## config.mk

```make
export PLATFORM = sky130hd
export DESIGN_NAME = wb_rr_arbiter
export DESIGN_NICKNAME = d
export VERILOG_FILES = /design/src/rtl/wb_rr_arbiter.sv
export SDC_FILE = /design/constraint.sdc
export NUM_CORES = 1
export LEC_CHECK = 0
export CAP_MARGIN = 40
export CORE_AREA = 4 4 128 130
export CTS_CLUSTER_SIZE = 24
export DETAILED_ROUTE_END_ITERATION = 12
export DIE_AREA = 0 0 132 134
export PLACE_DENSITY_LB_ADDON = 0.25
export SLEW_MARGIN = 20
export SYNTH_ARGS = -nofsm -noshare
export SYNTH_HDL_FRONTEND = slang
export SYNTH_SLANG_ARGS = --single-unit
```

## constraint.sdc

```tcl
create_clock -name wb_clk_i -period 1.91 [get_ports wb_clk_i]
set_input_delay 0.382 -clock wb_clk_i [delete_from_list [all_inputs] [get_ports wb_clk_i]]
set_output_delay 0.382 -clock wb_clk_i [all_outputs]
set_load 0.005 [all_outputs]
```

## src/rtl/wb_rr_arbiter.sv

```systemverilog
// ============================================================================
// wb_rr_arbiter : round-robin Wishbone arbiter, cycle-exclusive grant, watchdog
// Revision      : 1.0  initial release
// ============================================================================
`timescale 1ns/1ps
`default_nettype none

module wb_rr_arbiter #(
    parameter int NUM_MASTERS = 2,
    parameter int AW          = 32,
    parameter int DW          = 32,
    parameter int TIMEOUT     = 255
) (
    input  logic                        wb_clk_i,
    input  logic                        wb_rst_i,
    input  logic [NUM_MASTERS*AW-1:0]   wbm_adr_i,
    input  logic [NUM_MASTERS*DW-1:0]   wbm_dat_i,
    input  logic [NUM_MASTERS*DW/8-1:0] wbm_sel_i,
    input  logic [NUM_MASTERS-1:0]      wbm_we_i,
    input  logic [NUM_MASTERS-1:0]      wbm_cyc_i,
    input  logic [NUM_MASTERS-1:0]      wbm_stb_i,
    input  logic [NUM_MASTERS*3-1:0]    wbm_cti_i,
    input  logic [NUM_MASTERS*2-1:0]    wbm_bte_i,
    output logic [NUM_MASTERS*DW-1:0]   wbm_dat_o,
    output logic [NUM_MASTERS-1:0]      wbm_ack_o,
    output logic [NUM_MASTERS-1:0]      wbm_err_o,
    output logic [NUM_MASTERS-1:0]      wbm_rty_o,
    output logic [AW-1:0]               wbs_adr_o,
    output logic [DW-1:0]               wbs_dat_o,
    output logic [DW/8-1:0]             wbs_sel_o,
    output logic                        wbs_we_o,
    output logic                        wbs_cyc_o,
    output logic                        wbs_stb_o,
    output logic [2:0]                  wbs_cti_o,
    output logic [1:0]                  wbs_bte_o,
    input  logic [DW-1:0]               wbs_dat_i,
    input  logic                        wbs_ack_i,
    input  logic                        wbs_err_i,
    input  logic                        wbs_rty_i,
    output logic [NUM_MASTERS-1:0]      grant_o,
    output logic                        timeout_o
);

    localparam int SW = DW / 8;
    localparam int IW = (NUM_MASTERS > 1) ? $clog2(NUM_MASTERS) : 1;
    localparam int WW = (TIMEOUT > 0) ? $clog2(TIMEOUT + 1) : 1;
    localparam logic [IW-1:0] LAST_INIT  = IW'(NUM_MASTERS - 1);
    localparam logic [WW-1:0] WDOG_LIMIT = WW'(TIMEOUT);
    localparam logic [WW-1:0] WDOG_MAX   = {WW{1'b1}};

    typedef enum logic [1:0] {
        IDLE  = 2'd0,
        BUSY  = 2'd1,
        ABORT = 2'd2
    } state_t;

    state_t                 state, state_nxt;
    logic [NUM_MASTERS-1:0] grant, grant_nxt;
    logic [IW-1:0]          last, last_nxt;
    logic [WW-1:0]          wdog, wdog_nxt;
    logic [IW-1:0]          owner;
    logic [IW-1:0]          winner;
    logic                   own_cyc;
    logic                   own_stb;
    logic                   term;
    logic                   busy;
    logic                   abort;

    always_ff @(posedge wb_clk_i) begin
        if (!wb_rst_i) begin
            state <= IDLE;
            grant <= '0;
            last  <= LAST_INIT;
            wdog  <= '0;
        end else begin
            state <= state_nxt;
            grant <= grant_nxt;
            last  <= last_nxt;
            wdog  <= wdog_nxt;
        end
    end

    // Owner index; defaults to master 0 when idle so the mux has a defined source.
    always_comb begin
        owner = '0;
        for (int i = 0; i < NUM_MASTERS; i++) begin
            if (grant[i]) owner = IW'(i);
        end
    end

    // Scan from farthest to nearest so the requester closest after last wins.
    always_comb begin
        winner = '0;
        for (int k = NUM_MASTERS; k >= 1; k--) begin
            if (wbm_cyc_i[(int'(last) + k) % NUM_MASTERS]) begin
                winner = IW'((int'(last) + k) % NUM_MASTERS);
            end
        end
    end

    assign own_cyc = wbm_cyc_i[owner];
    assign own_stb = wbm_stb_i[owner];
    assign term    = wbs_ack_i | wbs_err_i | wbs_rty_i;
    assign busy    = (state == BUSY);
    assign abort   = (state == ABORT);

    always_comb begin
        state_nxt = state;
        grant_nxt = grant;
        last_nxt  = last;
        wdog_nxt  = '0;
        case (state)
            IDLE: begin
                if (|wbm_cyc_i) begin
                    state_nxt = BUSY;
                    grant_nxt = {{(NUM_MASTERS-1){1'b0}}, 1'b1} << winner;
                end
            end
            BUSY: begin
                if (!own_cyc) begin
                    state_nxt = IDLE;
                    grant_nxt = '0;
                    last_nxt  = owner;
                end else if (own_stb && !term) begin
                    wdog_nxt = (wdog == WDOG_MAX) ? wdog : wdog + 1'b1;
                    if (TIMEOUT != 0 && wdog == WDOG_LIMIT) state_nxt = ABORT;
                end
            end
            ABORT: begin
                if (own_cyc) begin
                    state_nxt = BUSY;
                end else begin
                    state_nxt = IDLE;
                    grant_nxt = '0;
                    last_nxt  = owner;
                end
            end
            default: begin
                state_nxt = IDLE;
                grant_nxt = '0;
            end
        endcase
    end

    assign wbs_adr_o = wbm_adr_i[int'(owner)*AW +: AW];
    assign wbs_dat_o = wbm_dat_i[int'(owner)*DW +: DW];
    assign wbs_sel_o = wbm_sel_i[int'(owner)*SW +: SW];
    assign wbs_cti_o = wbm_cti_i[int'(owner)*3 +: 3];
    assign wbs_bte_o = wbm_bte_i[int'(owner)*2 +: 2];
    assign wbs_we_o  = busy & wbm_we_i[owner];
    assign wbs_cyc_o = busy & own_cyc;
    assign wbs_stb_o = busy & own_stb;

    // Slave responses during ABORT are deliberately dropped.
    assign wbm_dat_o = {NUM_MASTERS{wbs_dat_i}};
    assign wbm_ack_o = grant & {NUM_MASTERS{busy & wbs_ack_i}};
    assign wbm_err_o = grant & {NUM_MASTERS{(busy & wbs_err_i) | abort}};
    assign wbm_rty_o = grant & {NUM_MASTERS{busy & wbs_rty_i}};
    assign grant_o   = grant;
    assign timeout_o = abort;

endmodule

`default_nettype wire

```

Word-level counts from Yosys, hierarchy flattened
Cells that the tools add are included.
{"block": "classes", "n_shift": 6, "muxes": 24, "n_addsub": 3, "n_div": 0, "order_cmp": 3, "n_bitwise": 15, "eq_ne": 7, "reduce_logical": 9, "mul": 1}
{"op": "64-bit by 7-bit indexed part select with 32-bit output", "n": 2}
{"op": "1-bit 2-to-1 mux", "n": 16}
{"op": "2-bit 2-to-1 mux", "n": 6}
{"op": "8-bit by 1-bit adder with 8-bit output (second input constant)", "n": 1}
{"op": "8-bit == test (second input constant)", "n": 1}
{"op": "8-bit by 4-bit indexed part select with 4-bit output", "n": 1}
{"op": "1-bit bitwise AND", "n": 6}
{"op": "2-bit bitwise AND", "n": 3}
{"op": "2-bit by 3-bit < comparator with 1-bit output (second input constant)", "n": 2}
{"op": "3-bit by 2-bit inequality test with 1-bit output (second input constant)", "n": 2}
{"op": "2-bit case mux with 3 select lines", "n": 1}
{"op": "6-bit by 4-bit indexed part select with 3-bit output", "n": 1}
{"op": "2-bit inequality test (second input constant)", "n": 2}
{"op": "2-bit case mux with 2 select lines", "n": 1}
{"op": "2-bit AND reduction", "n": 2}
{"op": "4-bit AND reduction", "n": 1}
{"op": "2-bit OR reduction", "n": 2}
{"op": "4-bit by 3-bit indexed part select with 2-bit output", "n": 1}
{"op": "1-bit by 2-bit multiplier with 3-bit output (second input constant)", "n": 1}
{"op": "1-bit OR", "n": 3}
{"op": "3-bit AND reduction", "n": 1}
{"op": "1-bit adder (second input constant)", "n": 2}
{"op": "1-bit bitwise AND (first input constant)", "n": 2}
{"op": "2-bit by 1-bit == test with 1-bit output (second input constant)", "n": 1}
{"op": "other kinds (7)", "n": 7}
{"block": "word_totals", "rom_bits": 0, "regBits": 13, "ramBits": 0, "out_inout_bits": 149, "word_cells": 72, "n_memories": 0, "latch_bits": 0}

Depth between registers and ports, before layout
Gate-level depths: netlist (run 1).
{"block": "logic_depth", "ltp_word": 10, "mapped_depth": 6}

Worst setup path before layout (run 1)
OpenSTA, ideal clock, no wires.
{"block": "synth_timing", "path_kind": "reg-to-output", "start": "reg grant[1], in the netlist grant_o[1]", "end": "out wbs_adr_o[16]", "n_path_buf": 3, "t_arrival_ps": 1209, "path_stages_with_launch": 5, "slack_ps": 319, "path_cell_list": "dfxtp_1 -> buf_4 -> buf_2 -> buf_2 -> mux2_2"}
{"block": "synth_via", "elab_chain_cells": 2}
{"element": "start, declared", "line": "58", "source": "logic [NUM_MASTERS-1:0] grant, grant_nxt;"}
{"element": "start signal, assigned", "line": "77", "source": "grant <= grant_nxt;"}
{"element": "1-bit 2-to-1 mux", "line": "87", "source": "if (grant[i]) owner = IW'(i);"}
{"element": "64-bit by 7-bit indexed part select with 32-bit output", "line": "145", "source": "assign wbs_adr_o = wbm_adr_i[int'(owner)*AW +: AW];"}
{"element": "end, declared", "line": "28", "source": "output logic [AW-1:0] wbs_adr_o,"}
Every way passes these cells.

Worst setup path after layout (run 1)
{"block": "layout_timing", "start": "reg grant[1], in the netlist grant_o[1]", "end": "out wbs_adr_o[2]"}
Same word-level chain as after synthesis.

==> results.txt, run 1 <==
The run finished, with violations left. The checks that failed: setup timing. The number of global-route vias before repair is 2705. The post-detailed-route count of antenna-violating nets came out at 0. The final worst clock skew is 5.55 ps. The first routing iteration left 70 violations.

The count of synthesis-stage warnings from yosys came out at 0. The floorplan step defined a die boundary enclosing 17700 um2. The setup slack after layout came out at -11.3 ps. The I/O pin count came out at 338. The row count came out at 45. The library cell used most frequently in the layout, excluding fill and tap cells, is sky130_fd_sc_hd__clkdlybuf4s50_1. The final setup violation count came out at 6. The number of max-slew violations in the final report came out at 0. The origin of the critical flop-to-flop path is grant_o[1]. Summing all placed instances gives a cell area of 4410 um2.

The length in cells of the worst reg-to-reg path came out at 9. The half-perimeter wire length after detailed placement is 9.97 mm. Walking the worst path, the cells encountered are buf_12 -> buf_6 -> buf_12 -> buf_6 -> mux2_4 -> buf_6. The transition time of the tightest slew-check pin is 284 ps. The synthesized instance count is 236.

The total routed wirelength came out at 11.9 mm. In the layout the commonest cells are 157 x sky130_fd_sc_hd__clkdlybuf4s50_1, 46 x sky130_fd_sc_hd__mux2_2, 45 x sky130_fd_sc_hd__buf_6. In this run the most critical hold path is launched from state[0]. VDD sags by at most 0.294 mV. The minimum setup slack among reg-to-reg paths came out at 100 ps. The number of antenna repair diodes came out at 0.

The total power density per cell area came out at 556 nW/um2. In the synthesized netlist the dominant register cell turns out to be sky130_fd_sc_hd__dfxtp_1. CTS built an H-tree with a depth of 1.

STA classifies the critical path startpoint as a flop. The count of filler cells inserted in the layout is 1602. The total congestion overflow is 0. After synthesis the netlist holds a flip-flop and latch count of 13.

Max-cap violations in this run came to 0. The growth of design area from synthesis to finish is 129%. TritonCTS created 3 clock buffers. The static leakage power is 2.17 nW. The total of buffers placed on input and output ports is 241.

After clock tree synthesis, the clock-pin slew on the worst setup and hold paths is 50 ps. The endpoint identified for the worst register-to-register timing path is state[0]. The global-route wire length before repair is 16.9 mm.

In this run the clock root is driven by a sky130_fd_sc_hd__clkbuf_16. On the critical path, the stage with the largest delay is an instance of sky130_fd_sc_hd__dfxtp_4. The first detailed-routing pass took 4 iterations. For this run, asynchronously set or reset flops after synthesis account for 0. No sink is reached through more buffers than the 2 on the longest clock path. The path with the worst hold slack has its endpoint at state[0]. Yosys mapped a number of flops with a built-in enable equal to 0. At the worst endpoint, the arrival time is 1540 ps. Dividing the detail-routed wire length by the instance count gives 18.6 um.

The initial core utilization came out at 0.142. Summing over every cut layer, the via total after detailed routing is 2521. The number of distinct library cells after synthesis came out at 31. The clock drives 13 sinks. The die is 132 um wide. The library cell appearing most often on the critical path is sky130_fd_sc_hd__buf_6. The path class of the tightest hold or removal check is reg -> reg. The total core area is 15100 um2.

The later pin in the worst-skew pair is clocked with a latency of 240 ps. The endpoint required time on the critical path came out at 1530 ps. The post-synthesis instance area is 2150 um2. Setup repair after global routing could not meet its margin everywhere. In the global route stage, overall resource usage came out at 0.122. After layout, the minimum clock period comes to 1920 ps. The number of instances on the worst hold path is 2. The maximum achievable frequency is 520 MHz. Of the synthesized area, sequential elements account for 0.121.

The total power after layout is 2.74 mW. In the routed design, unresolved DRC markers number 0. The net count of the finished layout is 649. For this run, the slowest stage of the critical path takes 380 ps.

The worst-case headroom to the max-slew limit is 0.808. The via density per instance came out at 3.93. The capturing element type of the critical path is an output pin. The CTS tree is built. Entering global routing, the biggest net connects 10 pins.

The die height came out at 134 um. Once layout is done, the placed cells without fillers occupy 4920 um2. In the final layout, the share of cells above drive strength 1 is 0.443.

The initial antenna violation count is 0. The post-place setup slack came out at -153 ps. Of all nets on the critical path, the largest fanout is 8. The synthesized area divided by synthesized cell count came out at 9.09 um2. The total count of hold-check failures in the final report came out at 0. The net count after synthesis is 430.

The worst setup path is of the reg -> out kind. The share of the clock period used by the worst path came out at 1.01. The quantity of hold-fixing buffers added after cts is 0. The congestion estimate from routability-driven global placement came to 0.716.
power by group:
group / switching [mW] / internal [mW] / leakage, nW
clock: 0.119 / 0.279 / 0.0409
combinational: 0.656 / 1.33 / 2.02
sequential: 0.0464 / 0.307 / 0.107
total: 0.821 / 1.91 / 2.17
stage by stage:
stage           util  hold slack [ps]  std cells  setup TNS, ps
3_3_place_gp   0.291              494        606          -1420
3_5_place_dp   0.291              501        606          -1440
2_1_floorplan      -              458        236              0
5_1_grt        0.325              528        642           -981
4_1_cts        0.314              500        638          -2170
6_report       0.325              502        642          -39.1
logic make-up after synthesis:
logic type	synth area share
buffers and inverters	0.258
XOR/XNOR	0.0204
AND/OR/NAND/NOR	0.106
flip-flops	0.121
adder cells (fa/ha/maj)	0.0292
multiplexers	0.412
AO/OA/AOI/OAI	0.0531
worst max-delay path by stage:
stage	cells past startpoint	slack, ps	start	end
finish	6	-10	grant_o[1]	wbs_adr_o[2]
floorplan	4	320	grant_o[1]	wbs_adr_o[16]
global placement	5	-140	wbm_cyc_i[0]	wbs_cyc_o
CTS	3	-130	grant_o[1]	wbs_dat_o[12]
global route	6	-70	grant_o[1]	wbs_adr_o[18]
detailed placement	5	-150	wbm_cyc_i[0]	wbs_cyc_o
cell type report:
class | instances | area [um2] | area share
Multi-Input combinational cell | 144 | 1470 | 0.298
Clock buffer | 3 | 75.1 | 0.0153
Inverter | 5 | 18.8 | 0.00381
Sequential cell | 13 | 265 | 0.0539
Tap cell | 188 | 235 | 0.0478
Clock inverter | 1 | 5.00 | 0.00102
Timing Repair Buffer | 288 | 2850 | 0.580
synthesized netlist by cell type, types with 4 or more instances:
| library cell | n | area [um2] |
|---|---|---|
| sky130_fd_sc_hd__nand2_1 | 7 | 26.3 |
| sky130_fd_sc_hd__buf_2 | 8 | 40.0 |
| sky130_fd_sc_hd__ha_1 | 5 | 62.6 |
| sky130_fd_sc_hd__a21oi_1 | 8 | 40.0 |
| sky130_fd_sc_hd__dfxtp_1 | 13 | 260 |
| sky130_fd_sc_hd__o21ai_0 | 4 | 20.0 |
| sky130_fd_sc_hd__nor2_1 | 4 | 15.0 |
| sky130_fd_sc_hd__mux2i_1 | 5 | 50.1 |
| sky130_fd_sc_hd__inv_1 | 5 | 18.8 |
| sky130_fd_sc_hd__and3_1 | 8 | 50.1 |
| sky130_fd_sc_hd__buf_4 | 66 | 495 |
| sky130_fd_sc_hd__xnor2_1 | 4 | 35.0 |
| sky130_fd_sc_hd__nand3_1 | 4 | 20.0 |
| sky130_fd_sc_hd__nor2b_1 | 5 | 31.3 |
| sky130_fd_sc_hd__mux2_2 | 74 | 833 |
worst max-delay path: cells and delay by family (launching register included):
| family | cells | cell delay (ps) |
|---|---|---|
| buf+inv | 5 | 620 |
| mux | 1 | 290 |
| flops | 1 | 380 |
flip-flops by register name, indices dropped and copies added (netlist names):
| name | flops |
|---|---|
| state | 2 |
| grant_o | 2 |
| wdog | 8 |
| last | 1 |
what timing repair did:
item / in CTS / in global routing
gates resized for setup: 308 / 62
gates cloned: 1 / 0
setup endpoints to repair: 83 / 47
setup buffers: 27 / 7
pin swaps: 2 / 2
routing by layer:
metal / wire [um] / up-vias / track usage
met3: 1350 / 4 / 0.0589
met4: 78 / 0 / 0.0134
met1: 4620 / 1157 / 0.140
met5: 0 / - / 0
li1: - / 1199 / -
met2: 5890 / 161 / 0.213
(Power assumes the default switching activity.)
==> run 2, diff against run 1 <==
--- a/config.mk
+++ b/config.mk
@@ -10,6 +10,7 @@
 export CTS_CLUSTER_SIZE = 24
 export DETAILED_ROUTE_END_ITERATION = 12
 export DIE_AREA = 0 0 132 134
+export GPL_TIMING_DRIVEN = 0
 export PLACE_DENSITY_LB_ADDON = 0.25
 export SLEW_MARGIN = 20
 export SYNTH_ARGS = -nofsm -noshare
==> results.txt, run 2 (synthesis results as in run 1) <==
The flow ran to the end, and the final reports show no timing, DRC or antenna violations. The count of filler cells inserted in the layout is 1568 (-2.1%). The top cell family by delay on the critical path is buffers and inverters. The slowest stage of the critical path belongs to the cell sky130_fd_sc_hd__dfxtp_4. The total routed wirelength is 13.7 mm (+15%).

The number of buffers and inverters on the critical path is 3 (-2). The number of global-route vias before repair is 2993 (+11%). The static leakage power is 2.42 nW (+12%). The minimum setup slack among reg-to-reg paths is 340 ps (+240 ps).

The number of clock sinks came out at 13 (unchanged). The layout cell share with drive strength beyond 1 came out at 0.442 (-0.00104). The number of buffers on the longest clock path came out at 2 (unchanged). The endpoint required time on the critical path came out at 1530 ps (about the same). The routed wire length per instance came out at 18.2 um (-1.9%). The critical path goes through buf_12 -> buf_6 -> mux2_2 -> clkdlybuf4s15_1. The maximum achievable frequency came to 535 MHz (+2.9%). The net count of the finished layout is 761 (+17%). The initial antenna violation count is 1 (+1).

The share of the clock period used by the worst path came out at 0.978 (-0.0280). The final setup violation count came out at 0 (-6). The worst-case headroom to the max-slew limit came out at 0.809 (+0.00106). The full die area is 17700 um2 (unchanged).

The row count was 45 (unchanged). The pin count of the biggest net entering global routing was 11 (+1). The total global routing track utilization was 0.140 (+0.0177). The number of antenna repair diodes is 0 (unchanged). The via density per instance is 3.80 (-3.2%). The peak fanout along the critical path came out at 10 (+2).

The I/O pin count came out at 338 (unchanged). The register with the most flip-flops in the final layout is wdog. The number of max-slew violations in the final report was 0 (unchanged). TritonCTS built the clock tree.

The transition time of the tightest slew-check pin was 285 ps (+1.52 ps). The total negative slack was 0 ps (+39.1 ps). The number of non-filler instances in the completed layout came out at 754 (+17%). The area after detailed placement is 5430 um2 (+23%). The area occupied by registers came to 268 um2 (+0.94%). The number of placed instances with taps included was 729 (+20%).

The total core area came out at 15100 um2 (unchanged). The delay of the slowest cell on the worst path is 390 ps (about the same). The class of the tightest hold or removal check is reg -> reg. The total via count in the routed design is 2867 (+14%). The total congestion overflow came to 0 (unchanged). The total power after layout is 2.71 mW (-0.83%). Setup repair after global routing could not meet its margin everywhere. The routability congestion estimate from global placement came out at 0.791 (+10%). The final period demand of the worst path came out at 1870 ps (-53.5 ps). The growth of design area from synthesis to finish is 162%. The capturing element type of the critical path is an output pin.

The final worst clock skew was 4.10 ps (-1.45 ps). The number of violations reported at the end of detailed-routing iteration 0 is 36 (-49%). The flip-flop count of the largest register, all copies and words added was 8 (unchanged).

The number of H-tree levels came out at 1 (unchanged). The half-perimeter wire length after detailed placement came out at 11.8 mm (+18%). The arrival time at the worst endpoint is 1490 ps (-50 ps). The die height is 134 um (unchanged). The total power density per cell area is 483 nW/um2 (-13%). The total CTS buffers came out at 3 (unchanged). The latest clock arrival within the worst-skew pair was 240 ps (about the same). The total count of hold-check failures in the final report is 0 (unchanged). The CTS clock-pin slew for the worst setup and hold paths came out at 50 ps (about the same). The post-detailed-route count of antenna-violating nets is 0 (unchanged).

The total of buffers placed on input and output ports is 305 (+27%). The global-route wire length before repair came out at 19.3 mm (+14%). The worst hold-check slack is 522 ps (+19.6 ps). The maximum vdd ir drop is 0.384 mV (+31%). The remaining design rule violation count is 0 (unchanged). The area of combinational cells with multiple inputs is 1420 um2 (-3.2%). The startpoint class of the critical path is a flop. The initial core utilization came to 0.142 (unchanged). The horizontal extent of the die is 132 um (unchanged). In the layout the commonest cells are 222 x sky130_fd_sc_hd__clkdlybuf4s50_1, 85 x sky130_fd_sc_hd__buf_4, 61 x sky130_fd_sc_hd__mux2_2. By startpoint and endpoint, the worst setup path is classified as reg -> out.

The number of maximum-capacitance constraint violations was 0 (unchanged). The final design instance area without fill came out at 5620 um2 (+14%). Leaving out fill and tap cells, the most frequent cell in the layout is sky130_fd_sc_hd__clkdlybuf4s50_1. The cell at the root of the clock tree is sky130_fd_sc_hd__clkbuf_16. The iteration count of the initial detailed-routing pass is 3 (-1).
## run 2: worst paths after layout
path                   start  cells past startpoint            end
setup / recovery  grant_o[1]                      4  wbs_dat_o[10]
hold / removal      state[0]                      2       state[0]
setup reg to reg  grant_o[1]                      7       state[0]
hold reg to reg     state[0]                      2       state[0]
## run 2: routing by layer
layer	vias up	global-route usage	wire length (um)
met2	136	0.263	7260
met3	10	0.0514	1170
met4	2	0.0175	149
met5	-	0	13
li1	1425	-	-
met1	1294	0.154	5160
## run 2: metrics by stage
stage / worst slack [ps] / util
floorplan: 319 / -
global placement: -449 / 0.359
detailed placement: -453 / 0.359
CTS: -74.2 / 0.371
global route: -12.2 / 0.371
finish: 42.1 / 0.371
## run 2: cell type report
class                           count  share of cell area
Inverter                            5             0.00334
Tap cell                          188              0.0419
Buffer                             72               0.108
Multi-Input combinational cell    144               0.253
Timing Repair Buffer              328               0.532
Sequential cell                    13              0.0477
Clock buffer                        4              0.0140
## run 2: timing repair
action	4_1_cts	5_1_grt
gates cloned	2	0
setup endpoints to repair	82	34
setup buffers	19	3
hold buffers	0	0
pin swaps	1	1
gates resized for setup	308	38
## run 2: worst min-delay path, delay by kind of cell, from the launching register on
family           cells  cell delay (ps)
AND/OR/NAND/NOR      1               60
multiplexers         1               60
flip-flops           1              360
## run 2: report_power, final
part	switching [mW]	internal [mW]	leakage [nW]
Clock	0.110	0.281	0.0382
Combinational	0.671	1.30	2.28
Sequential	0.0415	0.310	0.107
